<file path="config.mk">
export PLATFORM = sky130hd
export DESIGN_NAME = mdu_iter
export DESIGN_NICKNAME = d
export VERILOG_FILES = /design/src/rtl/mdu_iter.sv
export SDC_FILE = /design/constraint.sdc
export NUM_CORES = 1
export LEC_CHECK = 0
export ABC_CLOCK_PERIOD_IN_PS = 5110
export CAP_MARGIN = 20
export CORE_MARGIN = 10
export CORE_UTILIZATION = 35
export CTS_CLUSTER_DIAMETER = 80
export DETAILED_ROUTE_END_ITERATION = 6
export HOLD_SLACK_MARGIN = 0.02
export RECOVER_POWER = 50
export SETUP_SLACK_MARGIN = 0.3
export SLEW_MARGIN = 10
export SYNTH_ARGS = -nofsm -noshare
export SYNTH_HDL_FRONTEND = slang
export SYNTH_SLANG_ARGS = --single-unit
</file>
<file path="constraint.sdc">
create_clock -name clock_i -period 5.11 [get_ports clock_i]
set_input_delay 0.7665 -clock clock_i [delete_from_list [all_inputs] [get_ports clock_i]]
set_output_delay 0.7665 -clock clock_i [all_outputs]
set_load 0.05 [all_outputs]
</file>
<file path="src/rtl/mdu_iter.sv">
// Iterative RV32M multiply/divide unit: shift-add multiplier and restoring divider on one datapath.
// Define MDU_FAST_MUL_EN to compute multiplies in a single cycle with a wide multiplier.
module mdu_iter #(
    parameter int unsigned XLEN  = 32,
    parameter int unsigned CNT_W = 6
) (
    input  logic            clock_i,
    input  logic            reset_i,
    input  logic            start_i,
    input  logic [2:0]      op_i,
    input  logic [XLEN-1:0] a_i,
    input  logic [XLEN-1:0] b_i,
    output logic [XLEN-1:0] result_o,
    output logic            done_o,
    output logic            busy_o,
    output logic            stall_o
);

    typedef enum logic [1:0] {StIdle, StRun, StFix, StDone} state_e;

    localparam logic [XLEN-1:0] MinNeg = {1'b1, {(XLEN-1){1'b0}}};

    state_e            state_q, state_d;
    logic [XLEN-1:0]   hi_q, hi_d, lo_q, lo_d, opnd_q, opnd_d, result_q, result_d;
    logic [2:0]        op_q, op_d;
    logic              neg_q, neg_d, rneg_q, rneg_d;
    logic [CNT_W-1:0]  cnt_q, cnt_d;

    logic              a_sgn, b_sgn, a_neg, b_neg;
    logic [XLEN-1:0]   a_mag, b_mag, mul_add, quo_fix, rem_fix, fix_res;
    logic [XLEN:0]     mul_sum, div_shift, div_diff;
    logic [2*XLEN-1:0] prod_fix;

    assign a_sgn = op_i inside {3'b001, 3'b010, 3'b100, 3'b110};
    assign b_sgn = op_i inside {3'b001, 3'b100, 3'b110};
    assign a_neg = a_sgn & a_i[XLEN-1];
    assign b_neg = b_sgn & b_i[XLEN-1];
    assign a_mag = a_neg ? -a_i : a_i;
    assign b_mag = b_neg ? -b_i : b_i;

    // hi_q holds the product high word / partial remainder, lo_q the multiplier / quotient.
    assign mul_add   = lo_q[0] ? opnd_q : {XLEN{1'b0}};
    assign mul_sum   = {1'b0, hi_q} + {1'b0, mul_add};
    assign div_shift = {hi_q, lo_q[XLEN-1]};
    assign div_diff  = div_shift - {1'b0, opnd_q};

    assign prod_fix = neg_q ? -{hi_q, lo_q} : {hi_q, lo_q};
    assign quo_fix  = neg_q ? -lo_q : lo_q;
    assign rem_fix  = rneg_q ? -hi_q : hi_q;

`ifdef MDU_FAST_MUL_EN
    logic [2*XLEN-1:0] fast_prod, fast_fix;
    logic [XLEN-1:0]   fast_res;
    assign fast_prod = {{XLEN{1'b0}}, a_mag} * {{XLEN{1'b0}}, b_mag};
    assign fast_fix  = (a_neg ^ b_neg) ? -fast_prod : fast_prod;
    assign fast_res  = (op_i[1:0] == 2'b00) ? fast_fix[XLEN-1:0] : fast_fix[2*XLEN-1:XLEN];
`endif

    always_comb begin
        fix_res = lo_q;
        unique case (op_q)
            3'b000:                 fix_res = prod_fix[XLEN-1:0];
            3'b001, 3'b010, 3'b011: fix_res = prod_fix[2*XLEN-1:XLEN];
            3'b100, 3'b101:         fix_res = quo_fix;
            3'b110, 3'b111:         fix_res = rem_fix;
        endcase
    end

    always_comb begin
        state_d  = state_q;
        hi_d     = hi_q;
        lo_d     = lo_q;
        opnd_d   = opnd_q;
        result_d = result_q;
        op_d     = op_q;
        neg_d    = neg_q;
        rneg_d   = rneg_q;
        cnt_d    = cnt_q;
        unique case (state_q)
            StIdle: begin
                if (start_i) begin
                    op_d    = op_i;
                    neg_d   = a_neg ^ b_neg;
                    rneg_d  = a_neg;
                    cnt_d   = '0;
                    hi_d    = '0;
                    lo_d    = op_i[2] ? a_mag : b_mag;
                    opnd_d  = op_i[2] ? b_mag : a_mag;
                    state_d = StRun;
                    if (op_i[2] && (b_i == '0)) begin
                        state_d  = StDone;
                        result_d = op_i[1] ? a_i : '1;
                    end else if ((op_i[2:1] != 2'b01) && op_i[2] && !op_i[0] &&
                                 (a_i == MinNeg) && (b_i == '1)) begin
                        // Signed overflow: quotient wraps to MinNeg, remainder is zero
                        state_d  = StDone;
                        result_d = op_i[1] ? '0 : MinNeg;
                    end
`ifdef MDU_FAST_MUL_EN
                    else if (!op_i[2]) begin
                        state_d  = StDone;
                        result_d = fast_res;
                    end
`endif
                end
            end
            StRun: begin
                cnt_d = cnt_q + 1'b1;
                if (op_q[2]) begin
                    if (!div_diff[XLEN]) begin
                        hi_d = div_diff[XLEN-1:0];
                        lo_d = {lo_q[XLEN-2:0], 1'b1};
                    end else begin
                        hi_d = div_shift[XLEN-1:0];
                        lo_d = {lo_q[XLEN-2:0], 1'b0};
                    end
                end else begin
                    hi_d = mul_sum[XLEN:1];
                    lo_d = {mul_sum[0], lo_q[XLEN-1:1]};
                end
                if (cnt_q == CNT_W'(XLEN - 1)) state_d = StFix;
            end
            StFix: begin
                result_d = fix_res;
                state_d  = StDone;
            end
            StDone:  state_d = StIdle;
            default: state_d = StIdle;
        endcase
    end

    always_ff @(posedge clock_i) begin
        if (reset_i) begin
            state_q  <= StIdle;
            hi_q     <= '0;
            lo_q     <= '0;
            opnd_q   <= '0;
            result_q <= '0;
            op_q     <= '0;
            neg_q    <= 1'b0;
            rneg_q   <= 1'b0;
            cnt_q    <= '0;
        end else begin
            state_q  <= state_d;
            hi_q     <= hi_d;
            lo_q     <= lo_d;
            opnd_q   <= opnd_d;
            result_q <= result_d;
            op_q     <= op_d;
            neg_q    <= neg_d;
            rneg_q   <= rneg_d;
            cnt_q    <= cnt_d;
        end
    end

    assign result_o = result_q;
    assign done_o   = (state_q == StDone);
    assign busy_o   = (state_q == StRun) || (state_q == StFix);
    assign stall_o  = ((state_q == StIdle) && start_i) || busy_o;

endmodule

</file>
Yosys cells after proc, flatten, opt, wreduce, memory -nomap -nowiden
Cells that the tools add are included.
{ "op_classes": {"add_sub_neg": 8, "n_eq_ne": 21, "muxes": 30, "n_bitwise": 3, "reduce_logical": 23} }
{ "op_table": {"columns": ["operator", "count"], "rows": [
  ["$mux W32", 17],
  ["$pmux W32 S2", 3],
  ["$neg A32 Y32", 4],
  ["$pmux W32 S4", 1],
  ["$eq A32 B32 Y1 const B", 2],
  ["$mux W64", 1],
  ["$neg A64 Y64", 1],
  ["$add A32 B32 Y33", 1],
  ["$sub A33 B32 Y33", 1],
  ["$logic_not A32 Y1", 1],
  ["$eq A3 B3 Y1 const B", 6],
  ["$pmux W6 S2", 1],
  ["$eq A3 B2 Y1 const B", 3],
  ["$mux W2", 4],
  ["$pmux W2 S4", 1],
  ["$add A6 B1 Y6 const B", 1],
  ["$eq A3 B1 Y1 const B", 2],
  ["$eq A6 B5 Y1 const B", 1],
  ["$logic_and A1 B1 Y1", 6],
  ["$mux W6", 1],
  ["$reduce_and A2 Y1", 3],
  ["$eq A2 B2 Y1 const B", 2],
  ["$ne A2 B2 Y1 const B", 2],
  ["$reduce_bool A2 Y1", 2],
  ["other kinds (15)", 18]
]} }
{ "totals": {"register_bits": 141, "elab_cells": 94} }

Logic depth before layout (Yosys ltp)
{ "logic_depth": {"word_depth": 9, "mapped_depth": 15} }

Worst setup path before layout
OpenSTA, ideal clock, no wires.
{ "synth_path": {"path_kind": "input -> register", "start": "in b_i[22]", "end": "reg result_q[10], in the netlist result_o[10]", "setup_ps": 132, "t_arrival_ps": 3678, "slack_ps": 1300, "path_stages": 11, "n_path_buf": 2, "cell_sequence": "or4_1 or3_1 or4b_1 or3_4 nor4_4 a31oi_2 o21a_1 buf_2 buf_6 a311oi_1 nor3_1"} }
{ "synth_via": {"elab_chain_len": 5} }
{ "synth_rtl": {"columns": ["element", "line", "source"], "rows": [
  ["start: declaration", "12", "input logic [XLEN-1:0] b_i,"],
  ["$logic_not A32 Y1", "90", "if (op_i[2] && (b_i == '0)) begin"],
  ["$logic_and A1 B1 Y1", "90", null],
  ["$mux W32", "90", null],
  ["$mux W32", "81", "if (start_i) begin"],
  ["$pmux W32 S2", "79", "unique case (state_q)"],
  ["end signal: assignment", "148", "result_q <= result_d;"],
  ["end: declaration", "24", "logic [XLEN-1:0] hi_q, hi_d, lo_q, lo_d, opnd_q, opnd_d, result_q, result_d;"]
]} }
Several ways; a longest one is shown, not always the timed one. The select of a mux whose other input is x is not followed.
A chain may end at the register's enable or synchronous reset.

Worst setup path in the final report
{ "layout_path": {"start": "reg state_q[1]", "end": "reg cnt_q[5]"} }
{ "layout_via": {"elab_chain_len": 3} }
{ "layout_rtl": {"columns": ["element", "line", "source"], "rows": [
  ["start: declaration", "23", "state_e state_q, state_d;"],
  ["start signal: assignment", "134", "state_q <= StIdle;"],
  ["start signal: assignment", "144", "state_q <= state_d;"],
  ["$eq A2 B1 Y1 / $logic_not A2 Y1 (equally long branches)", "79", null],
  ["$reduce_bool A2 Y1 (no line) / $ne A2 B2 Y1 (equally long branches)", null, null],
  ["$reduce_and A2 Y1 (no line)", null, null],
  ["end signal: assignment", "152", "cnt_q <= cnt_d;"],
  ["end: declaration", "27", "logic [CNT_W-1:0] cnt_q, cnt_d;"]
]} }
Several ways; a longest one is shown, not always the timed one.

==> impl_metrics.toml <==
[layout]
register_area_sq_um = 2830
fillers = 4281
n_antenna_cell = 0
final_cells = 2577
final_nets = 2178
areaGrowthSynthToFinish_pct = 14.4
multiInputGateArea_sq_um = 10800
final_util = 0.405
drive_gt1_frac = 0.0685

[placed_design]
place_inst = 2544
place_ws_ns = 0.385
place_hpwl_um = 47000
gp_congestion = 1.04
port_buffers = 104

[synth]
synth.net_count = 2153
synth_edf_count = 0
synth.distinct_cells = 82
synth_area_leaders = "dfxtp_1, ha_1, xor2_1"
netlist_area_sq_um = 14400
ys_ff_latch = 141
synth_ff_type = "dfxtp_1"
synth_async_sr_flop_share = 0
netlist.top_cell.by_area = "dfxtp_1"
synth-warning-count = 0
ys_seq_area_frac = 0.196
synth_top_cell_area_share = 0.196
syn_area_per_cell_sq_um = 7.18
synth_cells = 2007

[setup_path]
r2r_setup_slack_ns = 0.68
start_kind = "flop"
critPathKind = "flop to flop"
end_kind = "flop"
path_max_fanout = 52
cpLargestDelayFamily = "buffers and inverters"
cp_data_required_time_ns = 5.50
max_stage_delay_ns = 1.81
slowest_stage = "clkbuf_1"
reg2reg_depth = 9
rr_endpoint = "cnt_q[5]"
path_buf_inv = 4
worstPathArrival_ns = 4.82
r2r-start = "state_q[1]"
worstPathCellList = "inv_1 > ha_1 > buf_4 > clkinv_1 > o21ai_4 > clkbuf_1 > nand4_1 > or3_1 > a21oi_1"

[die]
coreArea_sq_um = 40700
io_pins = 105
die_y_um = 223
die-area_sq_um = 49700
rows = 74
start_util = 0.354
die_w_um = 223

[sta]
slew_headroom = -0.691
fin_ws_ns = 0.679
hold_viol_final = 0
rsz0062_at_grt = "false"
max_freq_mhz = 226
tns_ns = 0
period_share = 0.867
maxSlewViolCount = 95
whs_ns = 0.456
setup-violations-final = 0
min_period_ns = 4.43
worst_pin_slew_ns = 2.54
finClkSkew_ns = 0.0122

[detailed_routing]
via_count = 15877
ant_nets = 0
wl_um = 60200
routedWlPerCell_um = 23.4
drcViolationCount = 3
dr.pass1.iters = 7
first_iter_violations = 1842
post_drt_via_cell_ratio = 6.16

[pwr]
sw_frac_of_total = 0.513
pwr-share-clk = 0.188
comb_power_share = 0.563
p_sw_w = 0.00348
irDropWorstVdd_mv = 0.226
intPower_w = 0.00330
power.leakage_nw = 6.51
pwr-share-seq = 0.250
p_per_area_nw_per_um2 = 411

[clocking]
h-tree-depth = 4
cts_buffers = 17
post_cts_buffers = 0
cts_tree = "done"
path_clk_slew_ns = 0.07
cts_buffer_depth = 2
clk_latency_ns = 0.45
cts-hold-fix-buffers = 0
cts-root-buf = "clkbuf_16"
clock_sinks = 141
ctsResizeCount = 0

[run_status]
outcome = "complete, but fails checks"
violations = "design-rule violations, max-capacitance violations, max-slew violations"

[grt]
grt_max_degree = 73
antenna_found_initial = 3
grt_pass1_vias = 14977
grt_pass1_wl_um = 91600
grt_use_total = 0.232
grt-ovfl-total = 0

[run]
max_cap_viol_count = 2

[worst_hold_path]
holdPathEnd = "opnd_q[29]"
min_path_type = "flop to flop"
min_from = "opnd_q[29]"
whs_path_depth = 2
[through the flow]
| step | power, W | area (sq um) |
|---|---|---|
| floorplan | 0.00417 | 14400 |
| global placement | 0.00541 | 15900 |
| detailed placement | 0.00544 | 15900 |
| CTS | 0.00671 | 16500 |
| global route | 0.00714 | 16500 |
| finish | 0.00677 | 16500 |
[power by group through the flow]
stage	Sequential, W	Combinational (W)	Clock [W]
floorplan	0.00170	0.00247	0
global placement	0.00170	0.00371	0
detailed placement	0.00171	0.00373	0
CTS	0.00168	0.00375	0.00128
global route	0.00172	0.00409	0.00133
finish	0.00169	0.00381	0.00127
[cell type report]
cell class | instances | share of cell area
inverter | 67 | 0.0152
clock buffer | 17 | 0.0258
sequential | 141 | 0.171
tap | 532 | 0.0404
multi-input combinational | 1652 | 0.653
timing repair buffer | 153 | 0.0858
clock inverter | 15 | 0.00895
[cell usage in the layout, fill, tap and decap left out, drive strengths merged, types with 60 or more instances in the layout]
cell and count:
ha 74, nand2 174, o21ai 179, nor2 231, a211oi 60, a21oi 155
dfxtp 141, clkdlybuf4s50 64, xnor2 86, xor2 105, inv 74
[worst max-delay path by stage]
stage                     from      endpoint  slack (ns)  cells past startpoint
finish              state_q[1]      cnt_q[5]        0.68                      9
global route        state_q[1]      cnt_q[5]        0.37                      9
CTS                    hi_q[0]      hi_q[11]        0.83                     13
detailed placement     b_i[22]  result_o[20]        0.38                     10
global placement       b_i[22]  result_o[23]        0.40                     11
floorplan              b_i[22]  result_o[10]        1.30                     11
[registers in the layout, summed over array words and instances (netlist names)]
signal / count
cnt_q: 6
hi_q: 32
lo_q: 32
neg_q: 1
op_q: 3
opnd_q: 32
result_o: 32
rneg_q: 1
state_q: 2
[kinds of logic after synthesis]
logic type | count (synthesis) | synth area share
AOI/OAI and AO/OA | 660 | 0.290
and+or+nand+nor | 643 | 0.211
buffers and inverters | 214 | 0.0611
xor gates and xnor gates | 191 | 0.116
DFF | 141 | 0.196
muxes | 82 | 0.0593
adders and majority gates | 76 | 0.0670
[per-layer routing]
layer / wire length, um / GRT usage / vias to the layer above
met5: 30 / 0 / -
met1: 25400 / 0.306 / 7561
met4: 2220 / 0.0894 / 4
li1: - / - / 7379
met3: 5920 / 0.0516 / 125
met2: 26700 / 0.360 / 808
[worst register-to-register path: cells and delay by family (launching register included)]
family                     cells  cell delay (ns)
buffers and inverters          4             2.66
and+or+nand+nor                2             0.85
AOI/OAI and AO/OA              2             0.36
DFF                            1             0.33
adders and majority gates      1             0.15
[synth_stat cells, types with 10 or more instances]
| cell type | count |
|---|---|
| nand2b_1 | 17 |
| nand4_1 | 28 |
| inv_1 | 64 |
| nor2_1 | 231 |
| nor4_1 | 21 |
| xnor2_1 | 86 |
| a22oi_1 | 18 |
| or4_1 | 15 |
| o41ai_1 | 15 |
| nand2_1 | 173 |
| buf_1 | 15 |
| a31oi_1 | 22 |
| a21o_1 | 36 |
| o21a_1 | 14 |
| o31ai_1 | 31 |
| clkbuf_1 | 112 |
| nor3_1 | 52 |
| or3_1 | 23 |
| a211oi_1 | 59 |
| a21oi_1 | 155 |
| mux2i_1 | 55 |
| ha_1 | 74 |
| a221oi_1 | 10 |
| o21ai_0 | 177 |
| mux2_2 | 27 |
| dfxtp_1 | 141 |
| o211ai_1 | 32 |
| nand3_1 | 22 |
| o22ai_1 | 25 |
| xor2_1 | 105 |
No activity file was read; power rests on OpenSTA's default activity.
